==> src/rtl/locked_key_bank_pkg.sv <==
// Shared types and the gate evaluation helper for the locked key bank.
package locked_pkg;

  typedef enum logic [1:0] {
    GT_XOR  = 2'd0,
    GT_XNOR = 2'd1,
    GT_AND  = 2'd2,
    GT_OR   = 2'd3
  } gate_type_e;

  typedef enum logic [1:0] {
    EMPTY   = 2'd0,
    LOADING = 2'd1,
    FULL    = 2'd2,
    LOCKOUT = 2'd3
  } key_state_e;

  function automatic logic gate_eval(gate_type_e gt, logic d, logic k);
    logic q;
    case (gt)
      GT_XOR:  q = d ^ k;
      GT_XNOR: q = ~(d ^ k);
      GT_AND:  q = d & k;
      GT_OR:   q = d | k;
      default: q = d ^ k;
    endcase
    return q;
  endfunction

endpackage

==> src/rtl/locked_key_bank_if.sv <==
// Key-load and datapath bus of the locked key bank.
interface locked_key_bank_if #(
  parameter int unsigned WIDTH = 8
);
  logic             key_sin;
  logic             key_shift;
  logic             key_commit;
  logic             in_valid;
  logic [WIDTH-1:0] in_data;
  logic             out_valid;
  logic [WIDTH-1:0] out_data;
  logic             commit_ok;
  logic             commit_err;
  logic             key_loaded;
  logic             lockout;

  modport master (
    output key_sin, key_shift, key_commit, in_valid, in_data,
    input  out_valid, out_data, commit_ok, commit_err, key_loaded, lockout
  );

  modport slave (
    input  key_sin, key_shift, key_commit, in_valid, in_data,
    output out_valid, out_data, commit_ok, commit_err, key_loaded, lockout
  );
endinterface

==> src/rtl/locked_key_bank_gate_cell.sv <==
// Single-bit combinational key gate with a fixed gate type.
module key_gate_cell
  import locked_pkg::*;
#(
  parameter gate_type_e GT = GT_XOR
) (
  input  logic i_d,
  input  logic i_k,
  output logic o_q_c
);
  assign o_q_c = gate_eval(GT, i_d, i_k);
endmodule

==> src/rtl/locked_key_bank.sv <==
// Registered key-gate stage: serial shadow key load, guarded commit, attempt lockout.
module locked_key_bank
  import locked_pkg::*;
#(
  parameter int unsigned           WIDTH       = 8,
  parameter int unsigned           KEY_BITS    = 4,
  parameter logic [2*KEY_BITS-1:0] GATE_TYPES  = '0,
  parameter int unsigned           MAX_COMMITS = 3
) (
  input logic               clk,
  input logic               rst_n,
  locked_key_bank_if.slave  bus
);

  localparam int unsigned CNT_W = $clog2(KEY_BITS + 1);
  localparam int unsigned CMT_W = $clog2(MAX_COMMITS + 1);
  localparam logic [CNT_W-1:0] CNT_FULL = CNT_W'(KEY_BITS);
  localparam logic [CMT_W-1:0] CMT_MAX  = CMT_W'(MAX_COMMITS);

  key_state_e          r_state, w_state_nxt;
  logic [KEY_BITS-1:0] r_shadow, w_shadow_nxt;
  logic [KEY_BITS-1:0] r_active_key, w_active_nxt;
  logic [KEY_BITS-1:0] w_shifted;
  logic [CNT_W-1:0]    r_cnt, w_cnt_nxt;
  logic [CMT_W-1:0]    r_commits, w_commits_nxt;
  logic                w_ok_nxt, w_err_nxt, w_loaded_nxt;

  logic                r_commit_ok, r_commit_err, r_key_loaded, r_lockout;
  logic                r_out_valid;
  logic [WIDTH-1:0]    r_out_data;
  logic [WIDTH-1:0]    w_gated;

  // First bit shifted in ends up in the MSB once the shadow is full.
  assign w_shifted = {r_shadow[KEY_BITS-2:0], bus.key_sin};

  always_ff @(posedge clk or negedge rst_n) begin
    if (!rst_n) begin
      r_state      <= EMPTY;
      r_shadow     <= '0;
      r_active_key <= '0;
      r_cnt        <= '0;
      r_commits    <= '0;
    end else begin
      r_state      <= w_state_nxt;
      r_shadow     <= w_shadow_nxt;
      r_active_key <= w_active_nxt;
      r_cnt        <= w_cnt_nxt;
      r_commits    <= w_commits_nxt;
    end
  end

  always_comb begin
    w_state_nxt   = r_state;
    w_shadow_nxt  = r_shadow;
    w_active_nxt  = r_active_key;
    w_cnt_nxt     = r_cnt;
    w_commits_nxt = r_commits;
    w_ok_nxt      = 1'b0;
    w_err_nxt     = 1'b0;
    w_loaded_nxt  = r_key_loaded;
    case (r_state)
      LOCKOUT: begin
        w_err_nxt = bus.key_commit;
      end
      FULL: begin
        if (bus.key_commit && !bus.key_shift) begin
          w_active_nxt  = r_shadow;
          w_cnt_nxt     = '0;
          w_commits_nxt = r_commits + CMT_W'(1);
          w_ok_nxt      = 1'b1;
          w_loaded_nxt  = 1'b1;
          w_state_nxt   = (w_commits_nxt == CMT_MAX) ? LOCKOUT : EMPTY;
        end else begin
          // Counter is saturated; extra shifts still move the shadow.
          w_err_nxt = bus.key_commit;
          if (bus.key_shift) w_shadow_nxt = w_shifted;
        end
      end
      default: begin
        w_err_nxt = bus.key_commit;
        if (bus.key_shift) begin
          w_shadow_nxt = w_shifted;
          w_cnt_nxt    = r_cnt + CNT_W'(1);
          w_state_nxt  = (w_cnt_nxt == CNT_FULL) ? FULL : LOADING;
        end
      end
    endcase
  end

  // Key gates on the low KEY_BITS bits, straight pass-through above.
  for (genvar i = 0; i < int'(WIDTH); i++) begin : g_bit
    if (i < int'(KEY_BITS)) begin : g_gate
      key_gate_cell #(
        .GT(gate_type_e'(GATE_TYPES[2*i +: 2]))
      ) u_cell (
        .i_d   (bus.in_data[i]),
        .i_k   (r_active_key[i]),
        .o_q_c (w_gated[i])
      );
    end else begin : g_pass
      assign w_gated[i] = bus.in_data[i];
    end
  end

  always_ff @(posedge clk or negedge rst_n) begin
    if (!rst_n) begin
      r_out_data   <= '0;
      r_out_valid  <= 1'b0;
      r_commit_ok  <= 1'b0;
      r_commit_err <= 1'b0;
      r_key_loaded <= 1'b0;
      r_lockout    <= 1'b0;
    end else begin
      if (bus.in_valid) r_out_data <= w_gated;
      r_out_valid  <= bus.in_valid;
      r_commit_ok  <= w_ok_nxt;
      r_commit_err <= w_err_nxt;
      r_key_loaded <= w_loaded_nxt;
      r_lockout    <= (w_state_nxt == LOCKOUT);
    end
  end

  assign bus.out_data   = r_out_data;
  assign bus.out_valid  = r_out_valid;
  assign bus.commit_ok  = r_commit_ok;
  assign bus.commit_err = r_commit_err;
  assign bus.key_loaded = r_key_loaded;
  assign bus.lockout    = r_lockout;

endmodule
==> src/flat_wrapper.sv <==
// flat-port wrapper written by rule: the top's interface ports become plain ports
module locked_key_bank_flat import locked_pkg::*;
#(
  parameter int unsigned           WIDTH       = 8,
  parameter int unsigned           KEY_BITS    = 4,
  parameter logic [2*KEY_BITS-1:0] GATE_TYPES  = '0,
  parameter int unsigned           MAX_COMMITS = 3
)
  (clk, rst_n, bus_key_sin, bus_key_shift, bus_key_commit, bus_in_valid, bus_in_data, bus_out_valid, bus_out_data, bus_commit_ok, bus_commit_err, bus_key_loaded, bus_lockout);
  locked_key_bank_if #(.WIDTH(WIDTH)) bus_i ();
  input logic clk;
  input logic rst_n;
  input wire logic [$bits(bus_i.key_sin)-1:0] bus_key_sin;
  input wire logic [$bits(bus_i.key_shift)-1:0] bus_key_shift;
  input wire logic [$bits(bus_i.key_commit)-1:0] bus_key_commit;
  input wire logic [$bits(bus_i.in_valid)-1:0] bus_in_valid;
  input wire logic [$bits(bus_i.in_data)-1:0] bus_in_data;
  output wire logic [$bits(bus_i.out_valid)-1:0] bus_out_valid;
  output wire logic [$bits(bus_i.out_data)-1:0] bus_out_data;
  output wire logic [$bits(bus_i.commit_ok)-1:0] bus_commit_ok;
  output wire logic [$bits(bus_i.commit_err)-1:0] bus_commit_err;
  output wire logic [$bits(bus_i.key_loaded)-1:0] bus_key_loaded;
  output wire logic [$bits(bus_i.lockout)-1:0] bus_lockout;
  assign bus_i.key_sin = bus_key_sin;
  assign bus_i.key_shift = bus_key_shift;
  assign bus_i.key_commit = bus_key_commit;
  assign bus_i.in_valid = bus_in_valid;
  assign bus_i.in_data = bus_in_data;
  assign bus_out_valid = bus_i.out_valid;
  assign bus_out_data = bus_i.out_data;
  assign bus_commit_ok = bus_i.commit_ok;
  assign bus_commit_err = bus_i.commit_err;
  assign bus_key_loaded = bus_i.key_loaded;
  assign bus_lockout = bus_i.lockout;
  locked_key_bank #(.WIDTH(WIDTH), .KEY_BITS(KEY_BITS), .GATE_TYPES(GATE_TYPES), .MAX_COMMITS(MAX_COMMITS)) u_core (.clk(clk), .rst_n(rst_n), .bus(bus_i));
endmodule
==> config.mk <==
export PLATFORM = sky130hd
export DESIGN_NAME = locked_key_bank_flat
export DESIGN_NICKNAME = d
export VERILOG_FILES = /design/src/rtl/locked_key_bank_pkg.sv /design/src/rtl/locked_key_bank_if.sv /design/src/rtl/locked_key_bank_gate_cell.sv /design/src/rtl/locked_key_bank.sv /design/src/flat_wrapper.sv
export SDC_FILE = /design/constraint.sdc
export NUM_CORES = 1
export LEC_CHECK = 0
export CELL_PAD_IN_SITES_DETAIL_PLACEMENT = 1
export CELL_PAD_IN_SITES_GLOBAL_PLACEMENT = 1
export CORE_MARGIN = 2
export CORE_UTILIZATION = 29
export CTS_BUF_LIST = sky130_fd_sc_hd__clkbuf_8
export DETAILED_ROUTE_END_ITERATION = 8
export PLACE_DENSITY_LB_ADDON = 0.1
export SLEW_MARGIN = 10
export SYNTH_ARGS = -nofsm -noshare
export SYNTH_HDL_FRONTEND = slang
export SYNTH_SLANG_ARGS = --single-unit
==> constraint.sdc <==
create_clock -name clk -period 1.9 [get_ports clk]
set_input_delay 0.38 -clock clk [delete_from_list [all_inputs] [get_ports clk]]
set_output_delay 0.38 -clock clk [all_outputs]
set_load 0.005 [all_outputs]
Yosys cells after proc, flatten, opt, wreduce, memory -nomap -nowiden

Index checks and enable logic that the tools add are counted.

Bitwise operators: 5
$add $sub $neg: 2
Mux-type cells: 15
Equality and inequality tests: 7
Reductions and logical operators: 6

Operators with widths:

| kind                                           | count |
|---|---|
| == test 2 bit (second input constant)          | 4 |
| 2-to-1 mux 2 bit                               | 4 |
| 2-to-1 mux 4 bit                               | 2 |
| case mux 4 bit (2 select lines)                | 1 |
| 2-to-1 mux 3 bit                               | 2 |
| case mux 3 bit (2 select lines)                | 1 |
| 2-to-1 mux 1 bit                               | 4 |
| case mux 2 bit (2 select lines)                | 1 |
| AND reduction 2 bit                            | 2 |
| XOR 1 bit                                      | 4 |
| adder 3 x 1 -> 3 bit (second input constant)   | 1 |
| == test 3 bit (second input constant)          | 1 |
| AND reduction 3 bit                            | 1 |
| adder 2 x 1 -> 2 bit (second input constant)   | 1 |
| != test 2 x 1 -> 1 bit (second input constant) | 1 |
| != test 2 bit (second input constant)          | 1 |
| nonzero test 2 bit                             | 1 |
| logical AND 1 bit                              | 1 |
| logical NOT 1 bit                              | 1 |
| NOT 1 bit                                      | 1 |

Flip-flop bits (word level): 28
Input port bits: 14
Logic and storage cells: 46
Output and inout port bits: 13

Longest topological paths before layout

Gate-level depths: netlist of the first run.

Word-level depth: 6
Gate-level depth with buffers: 4
Depth with buffers taken out: 4

Modules after synthesis

Synthesis of the first run repeated with hierarchy kept, for this count alone.

Cells, all modules: 88
Area, all modules: 1223.7 µm²

Modules (own cells, without submodules):

| module          | seq. area each (µm²) | cells each | area an instance (µm²) | times used |
|---|---|---|---|---|
| locked_key_bank | 700.7                | 84         | 1188.6                 | 1 |
| key_gate_cell   | 0.0                  | 1          | 8.8                    | 4 |

Worst setup path before layout of the first run

No wires, ideal clock.

Path kind: register to register
Start: reg u_core.r_cnt[0]
End: reg u_core.r_cnt[2]
Library setup time: 96 ps
Path slack: 581 ps
Cell stages (with the launch flop): 5
Path buffers: 0
Data arrival time: 1224 ps
Data required time: 1804 ps
Clock period less this slack: 1319 ps
Cells stage by stage: dfrtp_1 ha_1 ha_1 and3b_1 nor4_2

Word-level cells in the longest chain between the ends: 3

Ends and longest elaborated chain:

| item                            | line                  | source |
|---|---|---|
| start, declared                 | locked_key_bank.sv:24 | `logic [CNT_W-1:0] r_cnt, w_cnt_nxt;` |
| start signal, assigned          | locked_key_bank.sv:47 | `r_cnt <= w_cnt_nxt;` |
| adder 3 x 1 -> 3 bit            | locked_key_bank.sv:83 | `w_cnt_nxt = r_cnt + CNT_W'(1);` |
| 2-to-1 mux 3 bit                | locked_key_bank.sv:81 | `if (bus.key_shift) begin` |
| case mux 3 bit (2 select lines) | locked_key_bank.sv:61 | `case (r_state)` |

No other way between the ends. The select of a mux whose other input is x is not followed.
A chain may end at the register's enable or synchronous reset.

Final worst setup path of the first run

Start: reg u_core.r_out_data[2] (netlist: u_core.bus.out_data[2])
End: out bus_out_data[2]

RTL lines:

| item                   | line                   | source |
|---|---|---|
| start, declared        | locked_key_bank.sv:30  | `logic [WIDTH-1:0] r_out_data;` |
| start signal, assigned | locked_key_bank.sv:114 | `if (bus.in_valid) r_out_data <= w_gated;` |
| end, declared          | flat_wrapper.sv:19     | `output wire logic [$bits(bus_i.out_data)-1:0] bus_out_data;` |

No word-level cell between the ends.

==> results.py, run 1 <==
metrics = {
    "critical_path": {
        "cpPeakStageDelay_ns": 0.50,
        "path_cells": "clkdlybuf4s50_1",
        "cp.arrival_ns": 1.12,
        "critPathRequiredTime_ns": 1.52,
        "cp_slowest_cell": "clkdlybuf4s50_1",
        "crit_start": "u_core.bus.out_data[2]",
        "crit_family": "buffers and inverters",
        "worstPathMaxFanout": 2,
        "endpoint_kind": "output port",
        "worstSetupPathType": "reg2out",
        "cp_num_buf_inv": 1,
        "reg2reg_from": "u_core.r_cnt[0]",
        "r2r_slack_ns": 0.47,
        "crit_path_start_kind": "register",
    },
    "routing": {
        "dr.pass1.iters": 4,
        "first_iter_violations": 7,
        "route.vias.total": 791,
        "drc_errors": 0,
        "antenna_left": 0,
        "drt-total-wl_um": 2350,
        "wl_per_cell_um": 13.4,
        "avgViaCountPerCell": 4.52,
    },
    "timing": {
        "fin_ws_ns": 0.395,
        "skew_ns": 0.00290,
        "tns_ns": 0,
        "fmax_mhz": 665,
        "relSlewSlack_pct": 76.3,
        "timing.final.crit_share_pct": 79.2,
        "layout_min_cycle_time_ns": 1.50,
        "setup_violations": 0,
        "rsz0062_at_grt": "false",
        "tightest_slew_ns": 0.355,
        "hold_viol": 0,
        "timing.final.max_slew_violations": 0,
    },
    "clock_tree": {
        "cts.sinks": 28,
        "clock_latency_ns": 0.26,
        "htreeDepth": 1,
        "holdBufCountCts": 0,
        "cts_buffers": 3,
        "post-cts-setup-buffer-count": 0,
        "cts-root-buf": "clkbuf_8",
        "cts_tree": "yes",
        "clockBufferDepth": 2,
        "ctsResizeCount": 0,
        "path_clk_slew_ns": 0.09,
    },
    "placement": {
        "dp_hpwl_um": 1810,
        "pre_cts_ws_ns": 0.118,
        "portBuffers": 26,
        "gp_congestion": 0.725,
    },
    "grt": {
        "grt_max_degree": 29,
        "grt_pass1_vias": 833,
        "antenna_found_initial": 0,
        "met3_usage_pct": 1.95,
        "grt_util_met1_pct": 14.3,
        "top_usage_layer": "met2",
        "use_met2_pct": 19.0,
        "grt.overflow.total": 0,
        "grt_pass1_wl_um": 3900,
        "grt_usage_pct": 11.1,
    },
    "synthesis": {
        "synth_top_area_share_pct": 57.6,
        "ys_seq_area_share_pct": 57.6,
        "avgSynthCellArea_um2": 13.2,
        "synth_cells": 92,
        "yosys.area.top_type": "dfrtp_1",
        "synth-warning-count": 0,
        "synthFlopType": "dfrtp_1",
        "ys_types": 28,
        "synth_edf_count": 0,
        "synth_seq_cells": 28,
        "syn-num-nets": 109,
        "syn_area_um2": 1220,
        "synth.area.top_cells": "dfrtp_1, mux2_1, mux2_4, xnor2_1, ha_1",
        "synthArstFlopShare_pct": 100,
    },
    "die": {
        "initial_core_util_pct": 30.2,
        "die_area_um2": 4730,
        "io_pins": 27,
        "die_y_um": 68.8,
        "rows": 23,
        "core_um2": 4030,
        "die_width_um": 68.8,
    },
    "run": {
        "maxCapViolCount": 0,
    },
    "cells_and_area": {
        "syn_to_final_growth_pct": 34.3,
        "seqCellArea_um2": 701,
        "utilization_pct": 40.5,
        "num_antenna_cells": 0,
        "drive_gt1_share_pct": 15.2,
        "nets": 143,
        "num-fill-cells": 423,
        "multiInputGateArea_um2": 467,
    },
    "hold_path": {
        "hp-class": "reg2reg",
        "min_from": "u_core.bus.key_loaded",
    },
    "pwr": {
        "ir_drop_v": 0.000480,
        "powerDensity_nw_per_um2": 1250,
        "power.leakage_nw": 0.708,
    },
    "status": {
        "run_status": "finished clean",
    },
}
-- layer usage --
metal / part of all wire (%) / vias to the layer above
met4: 0.77 / 0
met5: 0 / -
li1: - / 383
met1: 45 / 389
met2: 48 / 17
met3: 5.4 / 2
-- where the power goes --
part	switching [mW]	total [mW]	internal, mW	leakage (nW)
sequential	0.165	0.983	0.818	0.329
clock	0.171	0.356	0.185	0.0288
combinational	0.267	0.707	0.440	0.350
-- stage by stage --
| stage | instance area, um2 | total power [mW] | std cells | hold slack (ns) |
|---|---|---|---|---|
| 2_1_floorplan | 1220 | 1.39 | 92 | 0.0844 |
| 3_3_place_gp | 1580 | 1.68 | 171 | 0.445 |
| 3_5_place_dp | 1580 | 1.72 | 171 | 0.454 |
| 4_1_cts | 1630 | 2.09 | 175 | 0.479 |
| 5_1_grt | 1630 | 2.21 | 175 | 0.507 |
| 6_report | 1630 | 2.05 | 175 | 0.475 |
-- path summary, 6_finish.rpt --
| check | endpoint | cells past startpoint |
|---|---|---|
| max | bus_out_data[2] | 1 |
| min | u_core.bus.key_loaded | 1 |
| max reg2reg | u_core.r_cnt[2] | 4 |
| min reg2reg | u_core.bus.key_loaded | 1 |
| max in group asynchronous | u_core.r_shadow[0] | 2 |
| min in group asynchronous | u_core.bus.out_data[6] | 2 |
-- layout make-up --
class | count | share of cell area (%)
inverters | 6 | 1.38
repair buffers | 33 | 19.9
well taps | 50 | 3.83
multi-input cells | 54 | 28.6
clock buffers | 4 | 3.37
flip-flops and latches | 28 | 42.9
-- placed cells by master (no fill, tap or decap), types with 2 or more instances in the layout --
cell type / count
buf_4: 6
and3b_1: 2
mux2_1: 8
clkdlybuf4s50_1: 26
inv_1: 5
mux2_4: 4
dfrtp_1: 28
nor2b_1: 2
a21oi_1: 6
xnor2_1: 5
clkbuf_8: 4
nor4_2: 2
nor2_1: 8
ha_1: 3
-- cells by family (layout without fill, tap and decap cells) --
kind of cell	after synthesis	count (layout)	share of synthesized area [%]
DFF	28	28	57.6
and+or+nand+nor	22	22	12.3
muxes	13	13	13.2
AOI/OAI and AO/OA	11	11	6.17
buffers and inverters	10	43	4.01
xor gates and xnor gates	5	5	3.60
adders and majority gates	3	3	3.09
-- registers in the layout, indices dropped and copies added (netlist names) --
register               flops
u_core.bus.lockout         1
u_core.bus.commit_ok       1
u_core.bus.key_loaded      1
u_core.r_cnt               3
u_core.r_shadow            4
u_core.bus.commit_err      1
u_core.r_active_key        4
u_core.bus.out_data        8
u_core.r_state             2
u_core.r_commits           2
u_core.bus.out_valid       1
-- Yosys cell counts (2+ instances only) --
library cell,count
a21oi_1,6
and3b_1,2
buf_2,3
dfrtp_1,28
ha_1,3
inv_1,5
mux2_1,8
mux2_4,4
nor2_1,8
nor2b_1,2
nor4_2,2
xnor2_1,5
Power figures use the tool's default switching activity.
==> run 2: changes to the inputs <==
==> constraint.sdc (replaced) <==
create_clock -name clk -period 1.5 [get_ports clk]
set_input_delay 0.3 -clock clk [delete_from_list [all_inputs] [get_ports clk]]
set_output_delay 0.3 -clock clk [all_outputs]
set_load 0.005 [all_outputs]
==> run 2 against run 1 <==
  * Non-clock buffer count rose by 4
  * Cell area rose by 1.0%
  * Combinational power rose by 37%
  * Setup slack worse by 0.33 ns
  * Global-route usage grew 0.12 points
  * Flip-flop and latch count unchanged
  * Die area unchanged
  * Largest cell class unchanged
  * Largest power group unchanged
  * Highest routed layer unchanged
==> results.py, run 2 (synthesis results as in run 1) <==
metrics = {
    "status": {
        "run_status": "finished clean",
    },
    "timing": {
        "setup_violations": 0,
        "fmax_mhz": 699,
        "tns_ns": 0,
        "layout_min_cycle_time_ns": 1.43,
        "timing.final.max_slew_violations": 0,
        "skew_ns": 0.00326,
        "hold_viol": 0,
        "rsz0062_at_grt": "false",
        "timing.final.crit_share_pct": 95.3,
        "tightest_slew_ns": 0.357,
        "relSlewSlack_pct": 76.2,
    },
    "cells_and_area": {
        "nets": 147,
        "largest_register_ffs": 8,
        "utilization_pct": 40.9,
        "final_common_cell": "dfrtp_1",
        "syn_to_final_growth_pct": 35.6,
        "num_antenna_cells": 0,
        "drive_gt1_share_pct": 17.2,
        "layout.cells.most_common_list": "dfrtp_1, clkdlybuf4s50_1, buf_4, nor2_1, mux2_1",
    },
    "critical_path": {
        "worstPathMaxFanout": 2,
        "cp_num_buf_inv": 1,
        "critPathRequiredTime_ns": 1.20,
        "path_cells": "clkdlybuf4s50_1",
        "r2r_cells": 4,
        "worstReg2RegEnd": "u_core.r_cnt[2]",
        "worstSetupPathType": "reg2out",
        "cpPeakStageDelay_ns": 0.51,
        "crit_family": "buffers and inverters",
        "endpoint_kind": "output port",
        "reg2reg_from": "u_core.r_cnt[1]",
        "r2r_slack_ns": 0.09,
        "cp_slowest_cell": "clkdlybuf4s50_1",
        "cp.arrival_ns": 1.13,
        "crit_path_start_kind": "register",
    },
    "grt": {
        "grt_pass1_vias": 790,
        "grt_pass1_wl_um": 3890,
        "grt.overflow.total": 0,
        "grt_usage_pct": 11.3,
        "antenna_found_initial": 0,
        "grt_max_degree": 29,
    },
    "die": {
        "die_y_um": 68.8,
        "die_area_um2": 4730,
        "io_pins": 27,
        "die_width_um": 68.8,
        "initial_core_util_pct": 30.2,
        "rows": 23,
        "core_um2": 4030,
    },
    "routing": {
        "drt-total-wl_um": 2380,
        "avgViaCountPerCell": 4.45,
        "drc_errors": 0,
        "antenna_left": 0,
        "dr.pass1.iters": 3,
        "wl_per_cell_um": 13.4,
        "route.vias.total": 792,
        "first_iter_violations": 10,
    },
    "pwr": {
        "power.leakage_nw": 0.721,
        "powerDensity_nw_per_um2": 1570,
        "ir_drop_v": 0.000531,
    },
    "run": {
        "maxCapViolCount": 0,
    },
    "placement": {
        "dp_hpwl_um": 1790,
        "portBuffers": 26,
        "gp_congestion": 0.823,
    },
    "clock_tree": {
        "ctsResizeCount": 0,
        "cts_tree": "yes",
        "clock_latency_ns": 0.27,
        "htreeDepth": 1,
        "holdBufCountCts": 0,
        "path_clk_slew_ns": 0.09,
        "clockBufferDepth": 2,
        "cts.sinks": 28,
        "cts_buffers": 3,
        "cts-root-buf": "clkbuf_8",
    },
    "hold_path": {
        "hp-class": "in2async",
    },
}
## run 2: changes by cell type in the layout (fill, tap and decap cells not counted)
cell,previous run,this run
clkbuf_8,4,3
buf_4,6,10
## run 2: worst max path at each step
stage | startpoint | endpoint | cells past startpoint
5_1_grt | u_core.r_cnt[1] | u_core.r_cnt[2] | 4
4_1_cts | u_core.r_cnt[0] | u_core.r_cnt[2] | 4
2_1_floorplan | u_core.r_cnt[0] | u_core.r_cnt[2] | 4
3_5_place_dp | bus_key_shift | u_core.r_shadow[3] | 4
3_3_place_gp | bus_key_shift | u_core.r_active_key[0] | 4
6_report | u_core.bus.out_data[5] | bus_out_data[5] | 1
## run 2: area by class of cell
cell class / instances / area (um2)
multi-input combinational: 54 / 467
fill: 442 / 2380
inverter: 6 / 22.5
timing repair buffer: 37 / 355
sequential: 28 / 701
clock buffer: 3 / 41.3
tap: 50 / 62.6
## run 2: power by group
group	internal, mW	total [mW]	switching [mW]
registers	1.04	1.21	0.177
clock network	0.180	0.405	0.225
logic	0.594	0.966	0.372
total	1.81	2.59	0.774
## run 2: routing by layer
layer,up-vias,wire (um),GRT usage (%),share of wire (%)
met5,-,0,0,0
met4,0,40,5.15,1.7
met3,4,139,2.27,5.8
met2,19,1080,17.7,45
met1,375,1120,15.0,47
li1,394,-,-,-
## run 2: what timing repair did
| action | 4_1_cts | 5_1_grt |
|---|---|---|
| endpoints found under the hold margin | 0 | 0 |
| setup buffers | 0 | 1 |
| endpoints found under the setup margin | 0 | 1 |
## run 2: through the flow
stage          hold WS [ns]  total power [mW]  worst slack, ns  std cells  instance area, um2
6_report              0.404              2.59           0.0703        178                1650
5_1_grt               0.440              2.79          0.00259        178                1650
4_1_cts               0.416              2.62           0.0486        177                1640
3_5_place_dp          0.455              2.20           -0.166        174                1600
3_3_place_gp          0.448              2.15           -0.117        174                1600
2_1_floorplan       0.00441              1.76            0.181         92                1220
